## config.mk

```make
export PLATFORM = sky130hd
export DESIGN_NAME = vram_write_arbiter
export DESIGN_NICKNAME = d
export VERILOG_FILES = /design/src/rtl/vram_write_arbiter_pkg.sv /design/src/rtl/vram_write_arbiter_rr_arbiter.sv /design/src/rtl/vram_write_arbiter.sv
export SDC_FILE = /design/constraint.sdc
export NUM_CORES = 1
export LEC_CHECK = 0
export BUFFER_PORTS_ARGS = -buffer_cell sky130_fd_sc_hd__buf_2
export CAP_MARGIN = 10
export CORE_ASPECT_RATIO = 0.6
export CORE_MARGIN = 2
export CORE_UTILIZATION = 30
export CTS_CLUSTER_SIZE = 28
export DETAILED_ROUTE_END_ITERATION = 12
export GPL_TIMING_DRIVEN = 0
export PLACE_DENSITY = 0.62
export SLEW_MARGIN = 30
export SYNTH_ARGS = -nofsm -noshare
export SYNTH_HDL_FRONTEND = slang
export SYNTH_SLANG_ARGS = --single-unit
```

## constraint.sdc

```tcl
create_clock -name clk -period 8.41 [get_ports clk]
set_clock_uncertainty 0.2 [all_clocks]
set_input_delay 0.841 -clock clk [delete_from_list [all_inputs] [get_ports clk]]
set_output_delay 0.841 -clock clk [all_outputs]
set_load 0.03 [all_outputs]
```

## src/rtl/vram_write_arbiter_pkg.sv

```systemverilog
// Shared framebuffer attributes: VRAM geometry, framebuffer word layout and
// the small address helpers used by the write arbiter.
package attrs;

    localparam int N_CORES       = 12;
    localparam int VRAM_COLS     = 320;
    localparam int VRAM_ROWS     = 240;
    localparam int VRAM_DEPTH    = VRAM_COLS * VRAM_ROWS;
    localparam int VRAM_WIDTH    = 8;
    localparam int FB_WIDTH      = 64;

    localparam int VRAM_ADDR_WIDTH = $clog2(VRAM_DEPTH);
    localparam int FB_BYTES        = FB_WIDTH / VRAM_WIDTH;
    localparam int FB_LANE_WIDTH   = $clog2(FB_BYTES);
    localparam int FB_ADDR_WIDTH   = VRAM_ADDR_WIDTH - FB_LANE_WIDTH;
    localparam int CORE_ID_WIDTH   = $clog2(N_CORES);

    typedef logic [VRAM_ADDR_WIDTH-1:0] vram_addr_t;
    typedef logic [VRAM_WIDTH-1:0]      vram_word_t;
    typedef logic [FB_ADDR_WIDTH-1:0]   fb_addr_t;
    typedef logic [FB_WIDTH-1:0]        fb_word_t;
    typedef logic [FB_BYTES-1:0]        fb_be_t;
    typedef logic [CORE_ID_WIDTH-1:0]   core_id_t;

    typedef struct packed {
        vram_addr_t addr;
        vram_word_t data;
    } vram_wr_t;

    function automatic logic pixel_in_range(input vram_addr_t addr);
        return addr < vram_addr_t'(VRAM_DEPTH);
    endfunction

    function automatic fb_addr_t word_addr(input vram_addr_t addr);
        return fb_addr_t'(addr >> FB_LANE_WIDTH);
    endfunction

    function automatic fb_be_t lane_be(input vram_addr_t addr);
        return fb_be_t'(1) << addr[FB_LANE_WIDTH-1:0];
    endfunction

    function automatic fb_word_t replicate_pixel(input vram_word_t data);
        return {FB_BYTES{data}};
    endfunction

endpackage

```

## src/rtl/vram_write_arbiter_rr_arbiter.sv

```systemverilog
// Combinational round-robin arbiter: scans from ptr upward with wrap and
// grants the first active request. The pointer register lives in the parent.
module rr_arbiter
    import attrs::*;
#(
    parameter int N = N_CORES
) (
    input  logic [N-1:0] req,
    input  logic         en,
    input  core_id_t     ptr,
    output logic [N-1:0] grant,
    output core_id_t     grant_idx
);

    localparam int IDX_W = $bits(core_id_t);
    localparam int SUM_W = IDX_W + 1;

    logic [SUM_W-1:0] scan_idx;
    logic             found;

    // The scan index is kept one bit wider than ptr so the wrap test cannot overflow.
    always_comb begin
        grant     = '0;
        grant_idx = '0;
        found     = 1'b0;
        scan_idx  = '0;
        for (int i = 0; i < N; i++) begin
            scan_idx = {1'b0, ptr} + SUM_W'(i);
            if (scan_idx >= SUM_W'(N)) begin
                scan_idx = scan_idx - SUM_W'(N);
            end
            if (en && !found && req[scan_idx[IDX_W-1:0]]) begin
                grant[scan_idx[IDX_W-1:0]] = 1'b1;
                grant_idx                  = scan_idx[IDX_W-1:0];
                found                      = 1'b1;
            end
        end
    end

endmodule

```

## src/rtl/vram_write_arbiter.sv

```systemverilog
// Shares the framebuffer write port among the compute cores: round-robin grant,
// pixel-to-word address conversion, and a registered output stage with backpressure.
module vram_write_arbiter
    import attrs::*;
#(
    parameter int N_REQ     = N_CORES,
    parameter int CNT_WIDTH = 16
) (
    input  logic                 clk,
    input  logic                 rst,
    input  logic [N_REQ-1:0]     req_valid,
    input  vram_addr_t           req_addr [N_REQ],
    input  vram_word_t           req_data [N_REQ],
    output logic [N_REQ-1:0]     req_ready,
    output logic                 fb_we,
    input  logic                 fb_ready,
    output fb_addr_t             fb_addr,
    output fb_word_t             fb_wdata,
    output fb_be_t               fb_be,
    output logic [CNT_WIDTH-1:0] drop_count
);

    core_id_t             ptr_q,        ptr_d;
    logic                 fb_we_q,      fb_we_d;
    fb_addr_t             fb_addr_q,    fb_addr_d;
    fb_word_t             fb_wdata_q,   fb_wdata_d;
    fb_be_t               fb_be_q,      fb_be_d;
    logic [CNT_WIDTH-1:0] drop_count_q, drop_count_d;

    logic       can_accept;
    logic       arb_en;
    logic       granted;
    core_id_t   grant_idx;
    vram_wr_t   sel_wr;
    logic [N_REQ-1:0] grant;

    // Grants are suppressed during reset so no core sees a handshake that is then lost.
    assign can_accept = !fb_we_q || fb_ready;
    assign arb_en     = can_accept && !rst;

    rr_arbiter #(
        .N (N_REQ)
    ) u_rr_arbiter (
        .req       (req_valid),
        .en        (arb_en),
        .ptr       (ptr_q),
        .grant     (grant),
        .grant_idx (grant_idx)
    );

    assign granted   = |grant;
    assign req_ready = grant;

    always_comb begin
        sel_wr.addr = req_addr[grant_idx];
        sel_wr.data = req_data[grant_idx];
    end

    // Out-of-range grants still complete the handshake but only bump the drop counter.
    always_comb begin
        ptr_d        = ptr_q;
        fb_we_d      = fb_we_q;
        fb_addr_d    = fb_addr_q;
        fb_wdata_d   = fb_wdata_q;
        fb_be_d      = fb_be_q;
        drop_count_d = drop_count_q;

        if (fb_we_q && fb_ready) begin
            fb_we_d = 1'b0;
        end

        if (granted) begin
            ptr_d = (grant_idx == core_id_t'(N_REQ - 1)) ? '0 : grant_idx + core_id_t'(1);
            if (pixel_in_range(sel_wr.addr)) begin
                fb_we_d    = 1'b1;
                fb_addr_d  = word_addr(sel_wr.addr);
                fb_be_d    = lane_be(sel_wr.addr);
                fb_wdata_d = replicate_pixel(sel_wr.data);
            end else if (drop_count_q != '1) begin
                drop_count_d = drop_count_q + CNT_WIDTH'(1);
            end
        end
    end

    always_ff @(posedge clk) begin
        if (rst) begin
            ptr_q        <= '0;
            fb_we_q      <= 1'b0;
            fb_addr_q    <= '0;
            fb_wdata_q   <= '0;
            fb_be_q      <= '0;
            drop_count_q <= '0;
        end else begin
            ptr_q        <= ptr_d;
            fb_we_q      <= fb_we_d;
            fb_addr_q    <= fb_addr_d;
            fb_wdata_q   <= fb_wdata_d;
            fb_be_q      <= fb_be_d;
            drop_count_q <= drop_count_d;
        end
    end

    assign fb_we      = fb_we_q;
    assign fb_addr    = fb_addr_q;
    assign fb_wdata   = fb_wdata_q;
    assign fb_be      = fb_be_q;
    assign drop_count = drop_count_q;

endmodule

```

==> run_results.csv, run 1 <==
group,metric,value,unit
synth,synth_cell_type_count,99,
setup_path,r2r_end,"fb_addr[3]",
global_route,antenna_found_initial,14,
clock_tree,path_clk_slew,0.08,ns
setup_path,worst_ep_arrival_time,8.14,ns
global_route,gr-usage-met3,9.72,%
die,die_height,137,um
synth,async_reset_ff_share,0,%
sta,worst-slew-pin-transition,0.923,ns
setup_path,criticalPathCategory,"reg -> reg",
hold_path,worstHoldStart,"fb_be[1]",
finish,final_common_cell,"buf_2",
finish,fin_nets,2067,
sta,finalSetupTns,0,ns
clock_tree,cts.sinks,51,
sta,drv_slew,0,
drt,wl_per_cell,23.8,um
die,num_rows,48,
sta,finalCritPeriodShare,97.1,%
synth,synth-edff-count,0,
sta,slew_headroom,37.8,%
placed_design,hpwlAfterDp,43000,um
setup_path,cp_slowest_stage_delay,0.75,ns
synth,synth.cell_area,8900,um2
global_route,overflow,0,
setup_path,worstReg2RegStart,"ptr_q[1]",
die,io_pins,430,
global_route,grt_max_degree,17,
clock_tree,cts_htree_levels,2,
hold_path,hold_path.class,"reg -> reg",
die,dieArea,31100,um2
global_route,grt_use_total,30.6,%
job,cap_violations,0,
synth,syn_avg_cell_area,6.91,um2
synth,ys.flop_type,"dfxtp_1",
finish,final_cell_mix,"buf_2, nand2_1, nand3_1",
sta,rsz0062_at_grt,"no",
setup_path,cp_max_fo,12,
drt,postRouteWirelength,50900,um
synth,ys_ff_latch,51,
sta,period_needed,8.16,ns
setup_path,crit_path_end_kind,"register",
drt,drtIter0Drc,1334,
synth,synth_xor_area_share,1.26,%
clock_tree,cts_tree,"built",
drt,ant_nets,0,
hold_path,worstHoldEndpoint,"fb_be[1]",
global_route,grt.busiest_layer,"met1",
drt,vias,12200,
synth,muxShareOfSynthArea,11.2,%
synth,yosysWarnings,0,
synth,synth_top_family_by_area,"simple AND/OR/NAND/NOR gates",
drt,drt-pass1-iter-count,6,
setup_path,r2r_slack,0.25,ns
synth,seq_area_frac_synth,11.5,%
placed_design,port_buffers,429,
sta,finalHoldViolations,0,
global_route,grt_pass1_vias,10600,
setup_path,cp_slowest_cell,"o21ai_0",
setup_path,cp_num_buf_inv,9,
global_route,grt_pass1_wl,70100,um
finish,syn2layout_area_growth,31.9,%
hold_path,min_path_cells,2,
clock_tree,hold_buffers,0,
setup_path,cpMostUsedCell,"clkbuf_1",
clock_tree,clockBufferDepth,2,
run_status,status,"finished, final reports clean",
synth,synth_simple_gate_area_share,32.3,%
die,core,28900,um2
clock_tree,clock_latency,0.30,ns
placed_design,gp_congestion,1.02,
die,initial_core_util,30.8,%
synth,syn_inst,1289,
setup_path,reg2reg_depth,25,
drt,drc,0,
setup_path,crit_path_start_kind,"register",
finish,layout-drive-gt1-share,35.2,%
synth,synth-adder-area-share,3.65,%
global_route,grt_util_met2,41.0,%
sta,fmax,122,MHz
die,die_x,226,um
global_route,use_met1,46.0,%
synth,synth_nets,1630,
drt,viasPerCell,5.72,
clock_tree,cts_buffers,5,
sta,finalSetupViolCount,0,
setup_path,critPathTopFamily,"buffers and inverters",
setup_path,worstPathRequired,8.39,ns
clock_tree,cts_root_buf,"clkbuf_16",
synth,synth_compound_gate_area_share,28.3,%
[final cells by class]
type,count,area [um2]
multi-input combinational,1053,6840
antenna,10,25.0
inverter,35,135
clock buffer,6,129
buffer,150,923
timing repair buffer,430,2150
tap,400,500
clock inverter,2,16.3
fill,3167,17200
sequential,51,1020
[layer usage]
layer  wire length, um  share of wire (%)
met3              6230                 12
met2             20000                 39
met5                23              0.045
met1             23400                 46
met4              1200                2.4
[stage by stage]
step / cell area (um2) / utilization (%) / hold WS, ns / setup WS (ns) / cells
after floorplan: 8900 / - / 0.380 / 2.30 / 1289
after global placement: 11500 / 39.9 / 0.241 / -0.0351 / 2118
after detailed placement: 11600 / 39.9 / 0.247 / -0.0327 / 2119
after CTS: 11700 / 40.4 / 0.258 / 0.134 / 2127
after global routing: 11700 / 40.5 / 0.283 / 0.0759 / 2133
final: 11700 / 40.6 / 0.257 / 0.246 / 2137
[worst max-delay path by stage]
stage | startpoint | cells past startpoint | end
after floorplan | ptr_q[1] | 21 | drop_count[15]
after global placement | ptr_q[1] | 26 | fb_addr[4]
after detailed placement | ptr_q[1] | 26 | fb_addr[4]
after CTS | ptr_q[1] | 25 | fb_addr[4]
after global routing | ptr_q[1] | 25 | drop_count[3]
final | ptr_q[1] | 25 | fb_addr[3]
[what timing repair did]
item	in CTS	in global routing
gates resized for setup	1	10
hold endpoints to repair	0	0
setup buffers	0	0
setup endpoints to repair	3	50
[tightest hold or removal path: stages (launching register included)]
cell and delay [ns]:
dfxtp_1 0.31, nand2_1 0.05, a21oi_1 0.05
[registers in the layout, summed over array words and instances (netlist names)]
name	count
fb_addr	14
drop_count	16
fb_we	1
fb_be	8
ptr_q	4
fb_wdata	8
[cell usage after synthesis, drive strengths merged, types with 5 or more instances]
cell,number,share of area (%)
or2,8,0.56
nand2b,9,0.63
nand3b,9,0.76
nor4,8,0.56
mux4,13,3.3
mux2i,65,7.3
a21o,11,1.1
and3,50,3.5
ha,26,3.7
and2,9,0.66
nor3,14,0.79
nand4,14,0.98
nor2b,13,0.91
a211oi,17,1.8
a221o,5,0.56
o22ai,5,0.35
a311o,20,2.3
a31oi,20,1.4
o21ai,52,3.0
a22oi,16,1.4
or3,15,1.1
inv,34,1.4
dfxtp,51,11
a21oi,59,3.6
buf,104,8.4
or4,5,0.42
nand3,74,4.4
clkbuf,46,1.9
a221oi,5,0.49
o31ai,8,0.67
o211ai,16,1.5
mux2,5,0.63
nor2,63,2.7
nand2,295,12
xnor2,6,0.76
o221ai,16,1.7
a32oi,21,2.2
o21a,8,0.67
[cells by family after synthesis]
group	Yosys count
adder cells (fa/ha/maj)	26
XOR/XNOR	9
AO/OA/AOI/OAI	331
buffers and inverters	185
multiplexers	83
AND/OR/NAND/NOR	604
flip-flops	51
Power of run 1 is left out: the tool's default activity adds up to more than one toggle a clock period on the data nets, which glitch-free logic cannot reach.
==> run 2, diff against run 1 <==
--- a/config.mk
+++ b/config.mk
@@ -13,7 +13,7 @@
 export CTS_CLUSTER_SIZE = 28
 export DETAILED_ROUTE_END_ITERATION = 12
 export GPL_TIMING_DRIVEN = 0
-export PLACE_DENSITY = 0.62
+export PLACE_DENSITY_LB_ADDON = 0.12
 export SLEW_MARGIN = 30
 export SYNTH_ARGS = -nofsm -noshare
 export SYNTH_HDL_FRONTEND = slang
==> run 2 against run 1 <==
Effect of this change: clock-buffer cell count increased by 2; critical path depth grew 1; register-to-register slack better by 0.26 ns; first-iteration DRC count down 11%; cell count is 0.14% lower; cell area hardly changed; critical endpoint is now fb_addr[1].
==> run_results.csv, run 2 (synthesized netlist as in run 1, its figures left out) <==
group,metric,value,unit
finish,largest_reg_flops,16,
die,dieArea,31100,um2
clock_tree,path_clk_slew,0.06,ns
clock_tree,cts_setup_buffers,0,
setup_path,worstSetupStartpoint,"ptr_q[1]",
drt,postRouteWirelength,51600,um
clock_tree,cts_htree_levels,2,
clock_tree,cts_buffers,5,
clock_tree,cts_root_buf,"clkbuf_16",
sta,finalSetupViolCount,0,
sta,worst-slew-pin-transition,1.04,ns
sta,rsz0062_at_grt,"no",
finish,fin_nets,2067,
setup_path,crit_path_end_kind,"register",
setup_path,criticalPathCategory,"reg -> reg",
placed_design,port_buffers,429,
drt,wl_per_cell,24.2,um
finish,layout-drive-gt1-share,35.2,%
hold_path,hold_path.class,"reg -> reg",
global_route,grt_max_degree,15,
finish,syn2layout_area_growth,31.8,%
setup_path,cp_slowest_cell,"dfxtp_1",
die,die_x,226,um
clock_tree,clockBufferDepth,2,
setup_path,worstPathRequired,8.37,ns
placed_design,dp_worst_setup_slack,-0.0509,ns
drt,ant_nets,0,
setup_path,cp-endpoint,"fb_addr[1]",
job,cap_violations,0,
global_route,overflow,0,
global_route,grt_pass1_wl,71100,um
clock_tree,cts.sinks,51,
hold_path,worstHoldStart,"fb_be[7]",
die,core,28900,um2
sta,drv_slew,0,
setup_path,r2r_end,"fb_addr[1]",
sta,finalCritPeriodShare,94.0,%
sta,period_needed,7.90,ns
sta,finalHoldViolations,0,
drt,drt-pass1-iter-count,5,
sta,fin_ws,0.506,ns
finish,final_common_cell,"buf_2",
global_route,grt_use_total,31.1,%
setup_path,crit_path_start_kind,"register",
die,num_rows,48,
setup_path,cpMostUsedCell,"clkbuf_1",
setup_path,cp_max_fo,12,
drt,drtIter0Drc,1188,
setup_path,reg2reg_depth,26,
drt,vias,12200,
clock_tree,clock_latency,0.29,ns
setup_path,worst_ep_arrival_time,7.87,ns
drt,drc,0,
clock_tree,hold_buffers,0,
global_route,antenna_found_initial,6,
clock_tree,cts_tree,"built",
die,die_height,137,um
sta,fmax,127,MHz
placed_design,hpwlAfterDp,43600,um
setup_path,r2r_slack,0.51,ns
die,initial_core_util,30.8,%
setup_path,worstReg2RegStart,"ptr_q[1]",
global_route,grt_pass1_vias,10600,
finish,final_cell_mix,"buf_2, nand2_1, nand3_1",
drt,viasPerCell,5.69,
die,io_pins,430,
sta,slew_headroom,29.9,%
placed_design,gp_congestion,1.05,
setup_path,cp_slowest_stage_delay,0.55,ns
run_status,status,"finished, final reports clean",
## run 2: cell types whose count changed in the layout (fill, tap and decap cells not counted), moves of 2 or more
cell and delta:
clkbuf_1 -2, clkbuf_2 +2, clkbuf_8 +2, clkinvlp_4 -2, diode_2 -3
## run 2: cell type report
type	count	area, um2
antenna	7	17.5
buffer	150	926
clock buffer	8	156
fill	3230	17200
inverter	35	133
multi-input combinational	1053	6830
sequential	51	1020
tap	400	500
timing repair buffer	430	2150
## run 2: worst min-delay path by stage
stage / to / slack, ns / cells past startpoint
3_5_place_dp: fb_be[7] / 0.25 / 2
4_1_cts: fb_be[7] / 0.25 / 2
3_3_place_gp: fb_be[7] / 0.24 / 2
2_1_floorplan: fb_be[1] / 0.38 / 2
5_1_grt: fb_be[7] / 0.29 / 2
6_report: fb_be[7] / 0.25 / 2
## run 2: critical path: cells and delay by family, from the launching register on
family | cells | cell delay (ns)
fa+ha+maj | 2 | 0.54
compound gates | 8 | 2.27
xor+xnor | 1 | 0.42
mux | 1 | 0.16
flops | 1 | 0.55
buf+inv | 9 | 2.93
simple gates | 5 | 0.68
## run 2: per-stage QoR
| step | TNS, ns | util, % | cells | area [um2] | hold WS (ns) |
|---|---|---|---|---|---|
| floorplan | 0 | - | 1289 | 8900 | 0.380 |
| global placement | -0.361 | 39.9 | 2118 | 11500 | 0.242 |
| detailed placement | -0.112 | 39.9 | 2118 | 11500 | 0.245 |
| CTS | 0 | 40.4 | 2126 | 11700 | 0.254 |
| global route | 0 | 40.5 | 2131 | 11700 | 0.286 |
| finish | 0 | 40.5 | 2134 | 11700 | 0.253 |
## run 2: per-layer routing
metal	vias to the layer above	global-route usage, %	share of wire, %	wire length, um
met5	-	0	0.023	12
met3	56	5.89	9.4	4830
met1	5881	48.4	48	24700
met4	2	7.35	1.8	946
li1	5600	-	-	-
met2	612	42.9	41	21100
## run 2: repair_timing
| action | in CTS | in global routing |
|---|---|---|
| endpoints found under the setup margin | 8 | 39 |
| gates cloned | 0 | 0 |
| gates resized for setup | 1 | 13 |
Power of run 2 is left out for the same reason.
